[config.mk]
export PLATFORM = sky130hd
export DESIGN_NAME = aes_round_ctrl
export DESIGN_NICKNAME = d
export VERILOG_FILES = /design/src/rtl/aes_round_ctrl.sv
export SDC_FILE = /design/constraint.sdc
export NUM_CORES = 1
export LEC_CHECK = 0
export ABC_AREA = 1
export BUFFER_PORTS_ARGS = -buffer_cell sky130_fd_sc_hd__buf_4
export CORE_MARGIN = 2
export CORE_UTILIZATION = 45
export CTS_BUF_LIST = sky130_fd_sc_hd__clkbuf_4
export DETAILED_ROUTE_END_ITERATION = 12
export GPL_TIMING_DRIVEN = 0
export PLACE_DENSITY = 0.68
export SETUP_SLACK_MARGIN = 0.05
export SYNTH_ARGS = -nofsm -noshare
export SYNTH_HDL_FRONTEND = slang
export SYNTH_SLANG_ARGS = --single-unit
[constraint.sdc]
create_clock -name i_clk -period 2.2 [get_ports i_clk]
set_clock_uncertainty 0.2 [all_clocks]
set_input_delay 0.44 -clock i_clk [delete_from_list [all_inputs] [get_ports i_clk]]
set_output_delay 0.44 -clock i_clk [all_outputs]
set_load 0.1 [all_outputs]
[src/rtl/aes_round_ctrl.sv]
// AES round sequencer. It streams blocks one at a time: load, then NR rounds, then hold until the sink takes the block.
// Latency: the block accepted in cycle t is first offered (out_valid) in cycle t+NR+1.
module aes_round_ctrl #(
    parameter int NR    = 10,
    parameter int CNT_W = 16
) (
    input  logic             i_clk,
    input  logic             i_reset,
    input  logic             i_clear,
    input  logic             i_start,
    input  logic [CNT_W-1:0] i_num_blocks,
    input  logic             i_in_valid,
    output logic             o_in_ready,
    output logic             o_out_valid,
    input  logic             i_out_ready,
    output logic             o_dp_load,
    output logic             o_dp_round_en,
    output logic             o_dp_last_round,
    output logic [3:0]       o_round_idx,
    output logic [7:0]       o_rcon,
    output logic [CNT_W-1:0] o_blk_cnt,
    output logic             o_busy,
    output logic             o_done
);

    typedef enum logic [2:0] {
        S_IDLE,
        S_WAIT_IN,
        S_ROUND,
        S_HOLD,
        S_DONE
    } state_t;

    state_t           r_state;
    logic [3:0]       r_round_idx;
    logic [7:0]       r_rcon;
    logic [CNT_W-1:0] r_blk_cnt;
    logic [CNT_W-1:0] r_num_blocks;

    logic [7:0]       w_rcon_next;
    logic             w_last_round;
    logic [CNT_W-1:0] w_blk_cnt_inc;

    // GF(2^8) doubling: this produces the next AES round constant
    assign w_rcon_next   = {r_rcon[6:0], 1'b0} ^ (r_rcon[7] ? 8'h1B : 8'h00);
    assign w_last_round  = (r_round_idx == 4'(NR));
    assign w_blk_cnt_inc = r_blk_cnt + CNT_W'(1);

    always_ff @(posedge i_clk) begin
        if (i_reset || i_clear) begin
            r_state      <= S_IDLE;
            r_round_idx  <= 4'd0;
            r_rcon       <= 8'h00;
            r_blk_cnt    <= '0;
            r_num_blocks <= '0;
        end else begin
            case (r_state)
                S_IDLE: begin
                    if (i_start) begin
                        r_num_blocks <= i_num_blocks;
                        r_blk_cnt    <= '0;
                        r_state      <= (i_num_blocks != '0) ? S_WAIT_IN : S_DONE;
                    end
                end
                S_WAIT_IN: begin
                    if (i_in_valid) begin
                        r_round_idx <= 4'd1;
                        r_rcon      <= 8'h01;
                        r_state     <= S_ROUND;
                    end
                end
                S_ROUND: begin
                    if (w_last_round) begin
                        r_round_idx <= 4'd0;
                        r_rcon      <= 8'h00;
                        r_state     <= S_HOLD;
                    end else begin
                        r_round_idx <= r_round_idx + 4'd1;
                        r_rcon      <= w_rcon_next;
                    end
                end
                S_HOLD: begin
                    if (i_out_ready) begin
                        r_blk_cnt <= w_blk_cnt_inc;
                        r_state   <= (w_blk_cnt_inc == r_num_blocks) ? S_DONE : S_WAIT_IN;
                    end
                end
                S_DONE: begin
                    r_state <= S_IDLE;
                end
                default: begin
                    r_state <= S_IDLE;
                end
            endcase
        end
    end

    // Handshake outputs decode from state alone; only dp_load also looks at in_valid.
    assign o_in_ready      = (r_state == S_WAIT_IN);
    assign o_out_valid     = (r_state == S_HOLD);
    assign o_dp_load       = (r_state == S_WAIT_IN) && i_in_valid;
    assign o_dp_round_en   = (r_state == S_ROUND);
    assign o_dp_last_round = (r_state == S_ROUND) && w_last_round;
    assign o_round_idx     = r_round_idx;
    assign o_rcon          = r_rcon;
    assign o_blk_cnt       = r_blk_cnt;
    assign o_busy          = (r_state != S_IDLE);
    assign o_done          = (r_state == S_DONE);

endmodule

# Yosys cells after proc, flatten, opt, wreduce, memory -nomap -nowiden
# Cells that the tools add are included.
[op_classes] bitwise=1 n_mux=17 eq_ne=10 addsub=2 n_reduce_logical=12
[op_table] cell="$mux 16" n=2
[op_table] cell="$pmux 16 s2" n=1
[op_table] cell="$mux 3" n=6
[op_table] cell="$add 16x1->16 const B" n=1
[op_table] cell="$eq 16x16->1" n=1
[op_table] cell="$mux 8" n=2
[op_table] cell="$pmux 8 s2" n=1
[op_table] cell="$reduce_bool 16->1" n=1
[op_table] cell="$pmux 3 s4" n=1
[op_table] cell="$mux 4" n=2
[op_table] cell="$pmux 4 s2" n=1
[op_table] cell="$xor 8x5->8" n=1
[op_table] cell="$eq 3x2->1 const B" n=2
[op_table] cell="$mux 5" n=1
[op_table] cell="$add 4x1->4 const B" n=1
[op_table] cell="$eq 4x4->1 const B" n=1
[op_table] cell="$ne 2x1->1 const B" n=2
[op_table] cell="$ne 2x2->1 const B" n=2
[op_table] cell="$reduce_and 2->1" n=2
[op_table] cell="$reduce_and 4->1" n=1
[op_table] cell="$reduce_bool 2->1" n=2
[op_table] cell="$eq 3x1->1 const B" n=1
[op_table] cell="$eq 3x3->1 const B" n=1
[op_table] cell="$logic_not 3->1" n=1
[op_table] cell="other kinds (4)" n=5
[totals] out_inout_bits=35 input_bits=22 wordCells=47 ff_bits=47

# Logic depth before layout (Yosys ltp)
# Gate-level depths: netlist of the first run.
[depth] ltp_word=5 ltp_mapped=15 ltp_nobuf=15

# Worst setup path after synthesis of the first run
# OpenSTA, ideal clock, no wires.
[synth_path] path_kind="register to output" startpoint="register r_state[1]" endpoint="output port o_dp_last_round" n_path_buf=0 path_stages_with_launch=5 t_arrival_ns=4.064 path_slack_ns=-2.504 cell_sequence="dfxtp_1 -> inv_1 -> nor3_2 -> inv_2 -> nor3_1"
[synth_via] elab_chain_cells=2
[synth_rtl] item="from (decl)" line="34" text="state_t r_state;"
[synth_rtl] item="from (signal assigned)" line="62" text="r_state <= (i_num_blocks != '0) ? S_WAIT_IN : S_DONE;"
[synth_rtl] item="from (signal assigned)" line="85" text="r_state <= (w_blk_cnt_inc == r_num_blocks) ? S_DONE : S_WAIT_IN;"
[synth_rtl] item="$eq 3x2->1"
[synth_rtl] item="net o_dp_round_en" line="17" text="output logic o_dp_round_en,"
[synth_rtl] item="$logic_and 1x1->1" line="103" text="assign o_dp_last_round = (r_state == S_ROUND) && w_last_round;"
[synth_rtl] item="to (decl)" line="18" text="output logic o_dp_last_round,"
# The timed path passes the listed nets, and every way through them passes these cells.

# Final worst setup path of the first run
[layout_path] startpoint="register r_state[1]" endpoint="output port o_dp_last_round"
[layout_via] elab_chain_cells=2
[layout_rtl] item="$eq 3x2->1" line="103"
[layout_rtl] item="$logic_and 1x1->1" line="103"
# Every way passes these cells.

==> impl_metrics.yaml, run 1 <==
global_route:
  met1_usage: 0.294
  met2_usage: 0.377
  use_met3: 0.0722
  grt_overflow: 0
  grt_pass1_vias: 2597
  grt_usage: 0.235
  grt_pass1_wl_mm: 12.0
  gr-max-usage-layer: "met2"
  grt_max_degree: 16
  antenna_found_initial: 0
timing:
  slew_headroom: 0.591
  maxSlewViolCount: 0
  setup_viol: 0
  rsz0062_at_grt: "yes"
  fin_setup_tns_ns: 0
  finalHoldViolations: 0
  fmax_mhz: 461
  min_period_ns: 2.17
  period_share: 0.986
  tightest_slew_ns: 0.613
yosys:
  synthAdderAreaFrac: 0.0140
  yosys.area_share.xor_xnor: 0.0130
  synthesis.area_mm2: 0.00269
  synthMuxAreaShare: 0
  synth_area_per_cell_um2: 6.51
  synth_warnings: 0
  synth_seq_cells: 47
  seq_area_frac_synth: 0.350
  async_reset_ff_frac: 0
  synth_top_family_by_area: "simple AND/OR/NAND/NOR gates"
  synthCells: 413
  synth.distinct_cells: 32
  synth_ff_type: "dfxtp_1"
  synth-simple-area-share: 0.399
  synth_edf_count: 0
  synth_compound_area_frac: 0.140
  syn-num-nets: 438
clock_tree:
  cts-root-buf: "clkbuf_4"
  cts_buffer_depth: 2
  cts_buffers: 5
  cts_hold_buf: 0
  clk_pin_slew_ns: 0.14
  cts_tree: "yes"
  clock_sinks: 47
  h-tree-depth: 2
  insertion_delay_ns: 0.37
cells_and_area:
  finalNetCount: 509
  areaGrowthSynthToFinish_pct: 29.8
  final_cells: 560
  diodes: 0
  drive_gt1_frac: 0.278
critical_path:
  worst_r2r_endpoint: "r_state[0]"
  r2r-start: "o_blk_cnt[1]"
  cp.arrival_ns: 1.53
  crit_path_end_kind: "output port"
  crit_required_ns: 1.56
  startpoint_type: "flop"
  regToRegSetupSlack_ns: 0.10
  rr_worst_depth: 14
  critical_path_class: "flop to output port"
  worst-path-max-fanout: 4
pwr:
  total_power_uw: 1530
  vdd_drop_max_v: 0.000234
  power_leakage_uw: 0.00146
  powerDensity_mw_per_mm2: 440
worst_hold_path:
  whs_path_depth: 3
  min_to: "r_num_blocks[2]"
  min_from: "i_num_blocks[2]"
  hold_class: "primary input to flop"
place:
  routabilityCongestion: 0.882
  hpwl_mm: 5.65
  numPortBuffers: 56
  dp_cells: 544
floorplan:
  num_rows: 28
  core_area_mm2: 0.00585
  start_util: 0.460
  io_pins: 57
  die_area_mm2: 0.00661
  dieWidth_um: 81.3
  die_h_um: 81.3
drt:
  vias: 2918
  drt_iter0_drc: 154
  wl_mm: 7.54
  wl_per_cell_um: 13.5
  drc_errors: 0
  dr.pass1.iters: 4
  drt-vias-per-instance: 5.21
  detail-route-antenna-nets: 0
flow_run:
  maxCapViolations: 0
outcome:
  outcome: "completed"
-- cell families after synthesis --
group                      count (synthesis)
and+or+nand+nor                          228
AOI/OAI and AO/OA                         72
buffers and inverters                     59
DFF                                       47
xor gates and xnor gates                   4
adders and majority gates                  3
-- critical path, stage by stage (launching register included) --
cell	delay (ns)
dfxtp_4	0.42
inv_4	0.05
nor3_4	0.20
inv_2	0.07
nor3_4	0.22
buf_12	0.21
-- metrics by stage --
stage | instance area [µm²] | util | hold slack, ns | worst slack, ns
5_1_grt | 3490 | 0.597 | 0.127 | -0.0630
4_1_cts | 3400 | 0.582 | 0.128 | 0.0209
3_5_place_dp | 3290 | 0.562 | 0.263 | -0.0505
2_1_floorplan | 2770 | - | 0.241 | -0.754
6_report | 3490 | 0.597 | 0.149 | 0.0310
3_3_place_gp | 3290 | 0.562 | 0.258 | 0.00164
-- layout make-up --
type                            instances  area [µm²]
Sequential cell                        47         977
Fill cell                             577        2360
Multi-Input combinational cell        307        1610
Clock buffer                            5        37.5
Clock inverter                          3        20.0
Inverter                               49         193
Tap cell                               75        93.8
Buffer                                 10        45.0
Timing Repair Buffer                   64         517
-- routing by layer --
layer / wire, µm / share of wire / vias up
met5: 0 / 0 / -
met4: 160 / 0.021 / 0
met3: 570 / 0.076 / 15
met2: 3500 / 0.46 / 90
met1: 3310 / 0.44 / 1326
li1: - / - / 1487
-- worst max path at each step --
| stage | start | endpoint | slack, ns | cells after the start |
|---|---|---|---|---|
| floorplan | r_state[1] | o_dp_last_round | -0.75 | 4 |
| global placement | i_clear | o_blk_cnt[9] | 0.002 | 6 |
| detailed placement | i_clear | o_blk_cnt[4] | -0.05 | 6 |
| CTS | o_round_idx[0] | o_dp_last_round | 0.02 | 5 |
| global route | o_blk_cnt[0] | r_state[0] | -0.06 | 14 |
| finish | r_state[1] | o_dp_last_round | 0.03 | 5 |
-- synthesized netlist by cell type, types with 2 or more instances --
library cell	instances	area, µm²
nand2_2	6	37.5
clkbuf_1	7	26.3
nor3_1	3	15.0
inv_2	3	11.3
xor2_1	4	35.0
nor2_2	6	37.5
nor2_1	22	82.6
nor2_4	3	33.8
dfxtp_1	47	941
ha_1	3	37.5
or2_2	3	18.8
nand4_1	8	50.1
nand3_1	42	210
inv_1	45	169
nand2_1	123	462
nor4_1	4	25.0
o21ai_0	22	110
a21oi_1	47	235
nor2_8	2	40.0
-- layout by cell type, fill, tap and decap left out, types with 4 or more instances in the layout --
master,synthesis,layout
clkbuf_4,0,5
nand2_1,123,119
nor4_1,4,4
clkbuf_1,7,7
inv_1,45,42
dfxtp_4,0,5
o21ai_0,22,21
a21oi_1,47,47
nor3_4,1,4
dfxtp_2,0,14
nor2_2,6,6
xor2_1,4,4
nand4_1,8,8
nor2_4,3,4
nand3_1,42,40
nor2_1,22,21
dfxtp_1,47,28
buf_4,1,62
nand2_2,6,9
-- registers in the layout (all words and copies together) (netlist names) --
| register | count |
|---|---|
| o_rcon | 8 |
| r_num_blocks | 16 |
| o_round_idx | 4 |
| r_state | 3 |
| o_blk_cnt | 16 |
-- power by group --
group	switching (µW)	leakage (µW)	internal, µW	total (µW)
Sequential	11.8	0.000392	864	875
Clock	304	0.0000288	123	428
Combinational	153	0.00104	79.1	232
-- what timing repair did --
item | 4_1_cts | 5_1_grt
resized for setup | 8 | 12
endpoints found under the setup margin | 4 | 5
pin swaps | 3 | 10
hold endpoints to repair | 0 | 0
buffers inserted | 4 | 4
Note: power is estimated with default switching activity, not from simulation.
==> run 2: changes to the inputs <==
BUFFER_PORTS_ARGS = unset   (was -buffer_cell sky130_fd_sc_hd__buf_4)
CORE_ASPECT_RATIO = 1.25   (was unset)
DONT_BUFFER_PORTS = 1   (was unset)
PLACE_DENSITY = unset   (was 0.68)
clock period = 2.1 ns   (was 2.2 ns; I/O delays follow)
==> impl_metrics.yaml, run 2 (synthesis results as in run 1) <==
outcome:
  outcome: "finished, violations left"
  violations: "negative setup slack"
pwr:
  power_leakage_uw: 0.00133
  vdd_drop_max_v: 0.000311
  powerDensity_mw_per_mm2: 497
timing:
  rsz0062_at_grt: "yes"
  setup_viol: 29
  maxSlewViolCount: 0
  setup_slack_ns: -1.17
  min_period_ns: 3.27
  slew_headroom: 0.184
  fmax_mhz: 305
  tightest_slew_ns: 1.22
  whs_ns: 0.0104
  period_share: 1.56
  finalHoldViolations: 0
worst_hold_path:
  whs_path_depth: 2
  hold_class: "primary input to flop"
drt:
  vias: 2817
  detail-route-antenna-nets: 0
  drt_iter0_drc: 143
  wl_mm: 8.04
  drc_errors: 0
  wl_per_cell_um: 15.5
  drt-vias-per-instance: 5.45
  dr.pass1.iters: 5
clock_tree:
  h-tree-depth: 2
  cts-root-buf: "clkbuf_4"
  clk_pin_slew_ns: 0.15
  cts_tree: "yes"
  cts_buffer_depth: 2
  insertion_delay_ns: 0.37
  cts_buffers: 5
  clock_sinks: 47
floorplan:
  core_area_mm2: 0.00578
  die_area_mm2: 0.00661
  io_pins: 57
  start_util: 0.465
  dieWidth_um: 73.1
  num_rows: 31
  die_h_um: 90.4
critical_path:
  rr_worst_depth: 10
  cpMostUsedCell: "nor3_4"
  critical-path-top-delay-family: "simple AND/OR/NAND/NOR gates"
  crit_chain: "nor3_4, inv_2, nor3_4"
  crit_path_end_kind: "output port"
  startpoint_type: "flop"
  slowest_delay_ns: 0.93
  worst-path-max-fanout: 5
  crit_required_ns: 1.48
  path_buf_inv: 1
  cp.arrival_ns: 2.65
  cp.depth: 3
  slowest_stage: "nor3_4"
  critical_path_class: "flop to output port"
place:
  numPortBuffers: 0
  pre_cts_ws_ns: -0.975
  routabilityCongestion: 0.837
  hpwl_mm: 5.52
global_route:
  grt_usage: 0.250
  grt_pass1_wl_mm: 13.0
  antenna_found_initial: 0
  grt_overflow: 0
  grt_pass1_vias: 2682
  grt_max_degree: 16
cells_and_area:
  layout_commonest_cell: "nand2_1"
  final_cell_mix: "110 x nand2_1, 41 x nand3_1, 38 x inv_1"
  drive_gt1_frac: 0.322
  areaGrowthSynthToFinish_pct: 33.2
  diodes: 0
  finalNetCount: 475
flow_run:
  maxCapViolations: 0
==> run 2: changes by cell type in the layout (fill, tap and decap cells not counted), moves of 9 or more <==
cell and delta:
buf_4 -54, o21ai_0 -15, a21oi_1 -14, a21oi_2 +14, dfxtp_1 -12, dlygate4sd3_1 +11, dfxtp_4 +10, o21ai_2 +10
nand2_1 -9
==> run 2: worst paths after layout <==
kind                         start               end  slack [ns]
setup / recovery        r_state[2]   o_dp_last_round       -1.17
hold reg to reg   r_num_blocks[15]  r_num_blocks[15]        0.28
hold / removal     i_num_blocks[7]   r_num_blocks[7]        0.01
setup reg to reg        r_state[2]         o_rcon[1]       -0.96
==> run 2: timing repair <==
action / CTS / global route
resized for setup: 88 / 48
buffers inserted: 16 / 3
gates cloned: 3 / 1
hold buffers: 7 / 4
endpoints found under the hold margin: 6 / 4
pin swaps: 13 / 16
setup endpoints to repair: 56 / 63
==> run 2: layout make-up <==
cell class / instances / area (µm²)
Multi-Input combinational cell: 307 / 1780
Tap cell: 66 / 82.6
Fill cell: 539 / 2200
Clock buffer: 5 / 37.5
Inverter: 49 / 218
Buffer: 10 / 95.1
Sequential cell: 47 / 1020
Clock inverter: 3 / 42.5
Timing Repair Buffer: 30 / 309
==> run 2: power by group <==
group	leakage [µW]	switching (µW)	total (µW)	internal [µW]
Combinational	0.000891	191	302	111
Clock	0.0000432	315	566	252
Sequential	0.000401	18.6	910	892
==> run 2: per-layer routing <==
metal  GRT usage  vias up  share of wire
met2       0.423       91           0.50
met3      0.0681       16          0.056
met1       0.298     1278           0.42
met4      0.0802        0          0.024
li1            -     1432              -
met5           0        -              0
==> run 2: per-stage QoR <==
| stage | area, µm² | std cells | total power, µW | TNS [ns] | util |
|---|---|---|---|---|---|
| final | 3580 | 517 | 1780 | -17.43 | 0.620 |
| after global routing | 3580 | 517 | 1870 | -20.07 | 0.620 |
| after CTS | 3420 | 513 | 1780 | -18.92 | 0.591 |
| after detailed placement | 2860 | 479 | 1130 | -14.72 | 0.495 |
| after global placement | 2860 | 479 | 1130 | -13.00 | 0.494 |
| after floorplan | 2770 | 413 | 1090 | -8.14 | - |
==> run 3: changes to the inputs <==
CORE_UTILIZATION = 49   (was 45)
==> impl_metrics.yaml, run 3 (synthesis results as in run 1) <==
global_route:
  grt_overflow: 0
  antenna_found_initial: 0
  grt_pass1_wl_mm: 11.9
  use_met3: 0.0698
  grt_usage: 0.250
  grt_max_degree: 16
  met1_usage: 0.302
  grt_pass1_vias: 2479
  met2_usage: 0.425
  gr-max-usage-layer: "met2"
drt:
  detail-route-antenna-nets: 0
  wl_per_cell_um: 15.6
  drc_errors: 0
  drt_iter0_drc: 143
  vias: 2791
  wl_mm: 8.06
  dr.pass1.iters: 4
  drt-vias-per-instance: 5.40
critical_path:
  worst_r2r_endpoint: "o_rcon[7]"
  critical_path_class: "flop to output port"
  regToRegSetupSlack_ns: -0.79
  crit_path_end_kind: "output port"
  cp.depth: 3
  slowest_stage: "nor3_4"
  cp.arrival_ns: 2.65
  rr_worst_depth: 9
  worst-path-max-fanout: 5
  crit_chain: "nor3_4, inv_2, nor3_4"
  cpMostUsedCell: "nor3_4"
  critical-path-top-delay-family: "simple AND/OR/NAND/NOR gates"
  worstSetupStartpoint: "r_state[2]"
  path_buf_inv: 1
  critPathCapture: "o_dp_last_round"
  startpoint_type: "flop"
  slowest_delay_ns: 0.93
  crit_required_ns: 1.48
  r2r-start: "r_state[2]"
floorplan:
  num_rows: 30
  die_area_mm2: 0.00610
  die_h_um: 86.8
  dieWidth_um: 70.3
  core_area_mm2: 0.00537
  io_pins: 57
  start_util: 0.501
place:
  hpwl_mm: 5.46
  numPortBuffers: 0
  placed_area_mm2: 0.00286
  dp_cells: 477
  routabilityCongestion: 0.845
cells_and_area:
  final_cell_mix: "112 x nand2_1, 40 x nand3_1, 39 x inv_1"
  areaGrowthSynthToFinish_pct: 34.2
  diodes: 0
  layout_commonest_cell: "nand2_1"
  final_cells: 517
  finalNetCount: 477
  design_area_mm2: 0.00361
  drive_gt1_frac: 0.313
outcome:
  outcome: "finished, violations left"
  violations: "negative hold slack, negative setup slack"
worst_hold_path:
  hold_class: "primary input to flop"
clock_tree:
  cts_buffers: 5
  insertion_delay_ns: 0.37
  clk_pin_slew_ns: 0.15
  cts_tree: "yes"
  h-tree-depth: 2
  clock_sinks: 47
  cts_buffer_depth: 2
  cts-root-buf: "clkbuf_4"
timing:
  fin_setup_tns_ns: -17.38
  tightest_slew_ns: 1.19
  rsz0062_at_grt: "yes"
  whs_ns: -0.00218
  setup_slack_ns: -1.17
  setup_viol: 50
  min_period_ns: 3.27
  fmax_mhz: 305
  finalHoldViolations: 1
  maxSlewViolCount: 0
  slew_headroom: 0.207
  period_share: 1.56
pwr:
  vdd_drop_max_v: 0.000386
  powerDensity_mw_per_mm2: 535
  power_leakage_uw: 0.00137
flow_run:
  maxCapViolations: 0
==> run 3: changes by cell type in the layout (fill, tap and decap cells not counted), sizes merged <==
| cell | before | now |
|---|---|---|
| clkinv | 2 | 1 |
| dlygate4sd3 | 11 | 7 |
| bufinv | 1 | 2 |
| clkinvlp | 1 | 3 |
| clkdlybuf4s15 | 1 | 0 |
| clkbuf | 12 | 13 |
| buf | 21 | 27 |
| inv | 48 | 46 |
==> run 3: timing repair <==
action	CTS	global route
pin swaps	6	22
setup buffers	8	15
gates resized for setup	17	96
hold buffers	1	6
endpoints found under the setup margin	55	53
gates cloned	0	4
hold endpoints to repair	1	6
==> run 3: where the power goes <==
part	internal, µW	leakage, µW	total (µW)	switching [µW]
logic	120	0.000924	311	191
registers	903	0.000396	922	18.4
clock network	370	0.0000514	697	327
==> run 3: area by class of cell <==
cell class / count / area [µm²]
fill: 477 / 1760
inverter: 49 / 216
clock buffer: 5 / 37.5
multi-input combinational: 307 / 1760
timing repair buffer: 33 / 373
sequential: 47 / 990
tap: 64 / 80.1
buffer: 9 / 82.6
clock inverter: 3 / 67.6
==> run 3: worst min path at each step <==
stage	from	endpoint	slack, ns	cells past startpoint
final	i_num_blocks[14]	r_num_blocks[14]	-0.002	2
after global routing	i_num_blocks[11]	r_num_blocks[11]	0.0007	2
after CTS	i_num_blocks[2]	r_num_blocks[2]	0.001	2
after detailed placement	r_num_blocks[14]	r_num_blocks[14]	0.26	2
after global placement	r_num_blocks[9]	r_num_blocks[9]	0.26	2
after floorplan	r_num_blocks[1]	r_num_blocks[1]	0.24	2
==> run 3: routing by layer <==
metal / up-vias / wire (µm)
met5: - / 0
met4: 0 / 227
met3: 18 / 435
met2: 72 / 4130
met1: 1275 / 3260
li1: 1426 / -
==> run 3: through the flow <==
step	total power, µW	setup slack (ns)	utilization
2_1_floorplan	1090	-0.834	-
3_3_place_gp	1130	-0.951	0.531
3_5_place_dp	1130	-1.01	0.533
4_1_cts	1830	-1.17	0.574
5_1_grt	2000	-1.28	0.672
6_report	1930	-1.17	0.672
